==> src/rtl/sc_ride_ctrl.sv <==
// sc_ride_ctrl: owns Q*bert's position while he rides the saucer, then walks him onto the top cube.
//
// Ports:
//   clk, reset (async, active-low)
//   e_pause_qb / e_resume_qb / e_start_qb : game pause, resume, restart (restart only from PAUSE)
//   e_XY0_qb     : top cube landing point {x[20:10], y[9:0]}
//   soucoupe_xy  : saucer centre; qb_on_sc: Q*bert in catch window
//   state_sc     : saucer state (0 INIT, 1 MOVE, 2 END); done_move_sc: saucer travel complete
//   qbert_xy_in  : position from the jump controller (passed through while idle)
//   qbert_xy_out : registered position to the display layer
//   qb_lock      : high while this block owns the position
//   ride_active  : high while riding; ride_done: one-cycle pulse when the landing hold ends
//
// Optional feature: define RIDE_BOB_EN to add a 1-pixel vertical bob while riding.
module sc_ride_ctrl #(
    parameter logic [9:0]  RIDE_YOFF = 10'd12,
    parameter logic [31:0] DROP_DIV  = 32'd100000,
    parameter logic [31:0] LAND_HOLD = 32'd1000000
`ifdef RIDE_BOB_EN
    ,
    parameter logic [4:0]  BOB_SHIFT = 5'd20
`endif
) (
    input  logic        clk,
    input  logic        reset,
    input  logic        e_pause_qb,
    input  logic        e_resume_qb,
    input  logic        e_start_qb,
    input  logic [20:0] e_XY0_qb,
    input  logic [20:0] soucoupe_xy,
    input  logic        qb_on_sc,
    input  logic [1:0]  state_sc,
    input  logic        done_move_sc,
    input  logic [20:0] qbert_xy_in,
    output logic [20:0] qbert_xy_out,
    output logic        qb_lock,
    output logic        ride_active,
    output logic        ride_done
);
    localparam logic [1:0] R_IDLE = 2'd0, R_RIDE = 2'd1, R_DROP = 2'd2, R_LAND = 2'd3;
    localparam logic [1:0] G_RESUME = 2'd0, G_PAUSE = 2'd1, G_RESTART = 2'd2;
    logic [1:0]  ride_q, ride_d, game_q, game_d;
    logic [10:0] xr_q, xr_d;
    logic [9:0]  yr_q, yr_d;
    logic [31:0] step_q, step_d, hold_q, hold_d;
    logic [20:0] xy_q, xy_d;
    logic        lock_q, lock_d, active_q, active_d, done_q, done_d;
    logic        run;
    logic [9:0]  ride_y, show_y;
    logic [10:0] tx;
    logic [9:0]  ty;
    // The ride FSM only moves in RESUME, and not in the cycle a pause is requested.
    assign run    = (game_q == G_RESUME) && !e_pause_qb;
    assign ride_y = soucoupe_xy[9:0] - RIDE_YOFF;
    assign tx     = e_XY0_qb[20:10];
    assign ty     = e_XY0_qb[9:0];
`ifdef RIDE_BOB_EN
    logic [31:0] bob_q;
    always_ff @(posedge clk or negedge reset)
        if (!reset) bob_q <= '0;
        else if (run) bob_q <= bob_q + 32'd1;
    // The bob only affects what is drawn; the latched drop start uses ride_y.
    assign show_y = ride_y - {9'd0, bob_q[BOB_SHIFT]};
`else
    assign show_y = ride_y;
`endif
    always_comb
        game_d = (game_q == G_RESUME) ? (e_pause_qb ? G_PAUSE : G_RESUME)
               : (game_q == G_PAUSE)  ? (e_resume_qb ? G_RESUME : e_start_qb ? G_RESTART : G_PAUSE)
               : G_RESUME;
    always_comb begin
        ride_d   = ride_q;
        xr_d     = xr_q;
        yr_d     = yr_q;
        step_d   = step_q;
        hold_d   = hold_q;
        xy_d     = xy_q;
        lock_d   = lock_q;
        active_d = active_q;
        done_d   = 1'b0;
        if (game_q == G_RESTART) begin
            ride_d   = R_IDLE;
            step_d   = '0;
            hold_d   = '0;
            lock_d   = 1'b0;
            active_d = 1'b0;
        end else if (run) begin
            lock_d   = ride_q != R_IDLE;
            active_d = ride_q == R_RIDE;
            case (ride_q)
                R_IDLE: begin
                    xy_d = qbert_xy_in;
                    if (qb_on_sc && state_sc == 2'd1) ride_d = R_RIDE;
                end
                R_RIDE: begin
                    xy_d = {soucoupe_xy[20:10], show_y};
                    if (done_move_sc && state_sc == 2'd2) begin
                        xr_d   = soucoupe_xy[20:10];
                        yr_d   = ride_y;
                        step_d = '0;
                        ride_d = R_DROP;
                    end else if (state_sc == 2'd0) begin
                        ride_d = R_IDLE;
                    end
                end
                R_DROP: begin
                    xy_d = {xr_q, yr_q};
                    if (step_q == DROP_DIV) begin
                        step_d = '0;
                        // Walk x first, then y, one pixel per step tick.
                        if (xr_q != tx) xr_d = (xr_q < tx) ? xr_q + 11'd1 : xr_q - 11'd1;
                        else if (yr_q != ty) yr_d = (yr_q < ty) ? yr_q + 10'd1 : yr_q - 10'd1;
                        else begin
                            hold_d = '0;
                            ride_d = R_LAND;
                        end
                    end else begin
                        step_d = step_q + 32'd1;
                    end
                end
                default: begin
                    xy_d = {xr_q, yr_q};
                    if (hold_q + 32'd1 >= LAND_HOLD) begin
                        hold_d = '0;
                        done_d = 1'b1;
                        ride_d = R_IDLE;
                    end else begin
                        hold_d = hold_q + 32'd1;
                    end
                end
            endcase
        end
    end
    always_ff @(posedge clk or negedge reset)
        if (!reset) begin
            game_q   <= G_RESUME;
            ride_q   <= R_IDLE;
            xr_q     <= '0;
            yr_q     <= '0;
            step_q   <= '0;
            hold_q   <= '0;
            xy_q     <= '0;
            lock_q   <= 1'b0;
            active_q <= 1'b0;
            done_q   <= 1'b0;
        end else begin
            game_q   <= game_d;
            ride_q   <= ride_d;
            xr_q     <= xr_d;
            yr_q     <= yr_d;
            step_q   <= step_d;
            hold_q   <= hold_d;
            xy_q     <= xy_d;
            lock_q   <= lock_d;
            active_q <= active_d;
            done_q   <= done_d;
        end
    assign qbert_xy_out = xy_q;
    assign qb_lock      = lock_q;
    assign ride_active  = active_q;
    assign ride_done    = done_q;
endmodule
==> config.mk <==
export PLATFORM = sky130hd
export DESIGN_NAME = sc_ride_ctrl
export DESIGN_NICKNAME = d
export VERILOG_FILES = /design/src/rtl/sc_ride_ctrl.sv
export SDC_FILE = /design/constraint.sdc
export NUM_CORES = 1
export LEC_CHECK = 0
export BUFFER_PORTS_ARGS = -buffer_cell sky130_fd_sc_hd__buf_2
export CAP_MARGIN = 20
export CORE_MARGIN = 3
export CORE_UTILIZATION = 41
export CTS_CLUSTER_DIAMETER = 200
export CTS_CLUSTER_SIZE = 25
export DETAILED_ROUTE_END_ITERATION = 8
export GPL_TIMING_DRIVEN = 0
export HOLD_SLACK_MARGIN = 0.15
export PLACE_DENSITY = 0.7
export SYNTH_ARGS = -nofsm -noshare
export SYNTH_HDL_FRONTEND = slang
export SYNTH_SLANG_ARGS = --single-unit
==> constraint.sdc <==
create_clock -name clk -period 8.7 [get_ports clk]
set_input_delay 0.435 -clock clk [delete_from_list [all_inputs] [get_ports clk]]
set_output_delay 0.435 -clock clk [all_outputs]
set_load 0.1 [all_outputs]
==> results.py <==
metrics = {
    "yosys": {
        "ys_seq_area_share_pct": 38.1,
        "synth_seq_cells": 113,
        "synth_flop_cell": "dfrtp_1",
        "ys_types": 62,
        "yosys_warnings": 0,
        "synth_async_sr_flop_share_pct": 100,
        "synthCells": 847,
        "syn_area_mm2": 0.00742,
        "syn_avg_cell_area_um2": 8.76,
        "syn-num-nets": 967,
        "synth_edf_count": 0,
    },
    "grt": {
        "top_usage_layer": "met2",
        "met3_usage_pct": 3.69,
        "grt_pass1_wl_mm": 32.2,
        "grt_use_total_pct": 20.0,
        "grtUsageMet1_pct": 26.3,
        "grt_pass1_vias": 6442,
        "antenna_found_initial": 0,
        "overflow": 0,
        "grt_use_met2_pct": 32.6,
        "grt_max_degree": 58,
    },
    "outcome": {
        "outcome": "completed",
    },
    "die": {
        "dieArea_mm2": 0.0197,
        "die_w_um": 141,
        "start_util_pct": 42.4,
        "rows": 48,
        "io_pins": 96,
        "die-height_um": 141,
        "coreArea_mm2": 0.0175,
    },
    "setup_path": {
        "max_stage_delay_ps": 440,
        "path_cells": "ha_1 > nor2b_1 > o21a_1 > o21a_1 > o2111ai_1 > a21oi_1 > a211o_1 > ha_1 > a21o_1 > a21oi_1 > nor2b_1 > o21a_1 > o41ai_1 > o21ai_0 > xor2_1 > mux2_2 > o211ai_1",
        "crit_path_frequent_cell": "o21a_1",
        "worstSetupEndpointType": "flip-flop",
        "critPathLaunchType": "flip-flop",
        "crit_type": "reg -> reg",
        "critPathMaxFanout": 10,
        "arrival_ps": 4550,
        "critPathRequiredTime_ps": 9030,
        "cp_slowest_cell": "dfrtp_1",
    },
    "pwr": {
        "pwr_density_cell_mw_per_mm2": 350,
        "power.total_mw": 3.11,
        "power_leakage_nw": 4.04,
        "max-vdd-ir-drop_mv": 0.305,
    },
    "timing": {
        "final.setup.tns_ps": 0,
        "hold_viol": 0,
        "clock.fmax_mhz": 237,
        "relSlewSlack_pct": 50.8,
        "fin_crit_ps": 4220,
        "rsz0062_at_grt": "no",
        "fin_worst_skew_ps": 7.44,
        "setup_viol": 0,
        "worst_pin_slew_ps": 737,
        "drv_slew": 0,
        "finalCritPeriodShare_pct": 48.5,
    },
    "placed_design": {
        "hpwlAfterDp_mm": 14.0,
        "gp_congestion": 0.860,
        "io_buffers": 95,
    },
    "cts": {
        "post-cts-setup-buffer-count": 0,
        "clockBufferDepth": 2,
        "clk_latency_ps": 420,
        "cts_tree": "built",
        "cts_buffers": 17,
        "cts-root-buf": "clkbuf_16",
        "cts_resized": 0,
        "cts.sinks": 113,
        "cts_max_level": 4,
        "postCtsHoldBufs": 1,
        "clkTransAtPathRegs_ps": 60,
    },
    "cells_and_area": {
        "area_growth_pct": 19.8,
        "drive_above_1_share_pct": 15.5,
        "final_net_count": 1084,
        "diodes": 0,
        "post-route-util_pct": 50.8,
    },
    "hold_path": {
        "hold_class": "in -> reg",
    },
    "detailed_routing": {
        "drtIter0Drc": 372,
        "drt-total-wl_mm": 19.3,
        "drc_errors": 0,
        "drtAntennaViolNets": 0,
        "routed-via-count": 6638,
        "via_per_inst": 5.52,
        "drtPass1Iterations": 4,
        "wl_per_cell_um": 16.1,
    },
    "run": {
        "drv_cap": 0,
    },
}
==> worst paths after layout <==
check	slack, ps	end	start	depth (start not counted)
max	4480	yr_q[9]$_DFFE_PN0P_	yr_q[1]$_DFFE_PN0P_	17
min	220	game_q[1]$_DFF_PN0_	e_resume_qb	2
max reg2reg	4480	yr_q[9]$_DFFE_PN0P_	yr_q[1]$_DFFE_PN0P_	17
min reg2reg	490	qbert_xy_out[2]$_DFFE_PN0P_	qbert_xy_out[2]$_DFFE_PN0P_	2
max in group asynchronous	7470	hold_q[15]$_DFFE_PN0P_	reset	3
min in group asynchronous	560	qbert_xy_out[8]$_DFFE_PN0P_	reset	2
==> through the flow <==
step                instances  worst slack, ps  instance area (um^2)  hold WS (ps)
finish                   1202             4480                  8880           216
global route             1202             4160                  8880           204
CTS                      1201             4380                  8880           197
detailed placement       1168             4290                  8210           446
global placement         1167             4360                  8170           474
floorplan                 847             4840                  7420           139
==> registers in the layout, summed over array words and instances (netlist names) <==
signal / flops
game_q: 2
hold_q: 32
qb_lock: 1
qbert_xy_out: 21
ride_active: 1
ride_done: 1
ride_q: 2
step_q: 32
xr_q: 11
yr_q: 10
==> power by group <==
group          switching, mW  internal [mW]
Sequential             0.123          0.642
Clock                  0.248          0.523
Combinational           1.05          0.522
==> per-layer routing <==
layer | part of all wire, % | vias up
met5 | 0 | -
met4 | 2.5 | 0
met2 | 48 | 177
met1 | 45 | 3155
li1 | - | 3271
met3 | 4.9 | 35
==> cells in the mapped netlist (3+ instances only) <==
cell | instances | share of area, %
nor2_1 | 92 | 4.7
mux2i_1 | 20 | 2.7
clkbuf_1 | 29 | 1.5
o21a_1 | 6 | 0.61
o31ai_1 | 3 | 0.30
xnor2_1 | 25 | 3.0
and3_1 | 12 | 1.0
nor3b_1 | 3 | 0.30
and2_1 | 18 | 1.5
a21o_1 | 14 | 1.4
o21ai_0 | 34 | 2.3
xor2_1 | 30 | 3.5
nand4_1 | 22 | 1.9
o211ai_1 | 3 | 0.30
inv_1 | 40 | 2.0
mux2_2 | 5 | 0.76
o21bai_1 | 4 | 0.40
nor2b_1 | 9 | 0.76
a22o_1 | 5 | 0.59
a31oi_1 | 36 | 3.0
a22oi_1 | 19 | 1.9
o41ai_1 | 3 | 0.35
nand3_1 | 34 | 2.3
nand2_1 | 81 | 4.1
ha_1 | 46 | 7.8
a21oi_1 | 42 | 2.8
or3_1 | 6 | 0.51
nor4_1 | 9 | 0.76
and4_1 | 5 | 0.59
nor4b_1 | 4 | 0.47
nor3_1 | 20 | 1.3
nand2b_1 | 10 | 0.84
nand3b_1 | 5 | 0.51
dfrtp_1 | 113 | 38
==> kinds of logic after synthesis <==
logic type | synth area share, %
AO/OA/AOI/OAI | 15.6
buffers and inverters | 4.28
flip-flops | 38.1
multiplexers | 3.61
adder cells (fa/ha/maj) | 8.30
AND/OR/NAND/NOR | 23.5
XOR/XNOR | 6.49
==> worst max-delay path, delay by kind of cell (launching register included) <==
family	cells	cell delay (ps)
flops	1	440
compound gates	11	2240
fa+ha+maj	2	650
simple gates	2	200
xor+xnor	1	220
mux	1	360
==> layout by cell type (no fill, tap or decap), types with 9 or more instances in the layout <==
cell,instances
o21ai_0,34
inv_1,40
ha_1,46
nand2b_1,10
nand4_1,22
nor2_1,92
and2_1,18
nand2_1,81
xor2_1,30
nor3_1,20
clkbuf_16,17
a31oi_1,36
xnor2_1,25
nor2b_1,9
dfrtp_1,113
nand3_1,34
clkbuf_1,29
and3_1,12
a21o_1,14
a22oi_1,19
nor4_1,9
buf_2,96
a21oi_1,42
mux2i_1,20
==> layout make-up <==
cell class / count / area (um^2)
multi-input cells: 656 / 4270
plain buffers: 37 / 164
inverters: 41 / 154
repair buffers: 98 / 527
fillers: 1648 / 8590
clock buffers: 23 / 508
flip-flops and latches: 113 / 2830
well taps: 225 / 282
clock inverters: 9 / 150
No activity file was read; power rests on OpenSTA's default activity.
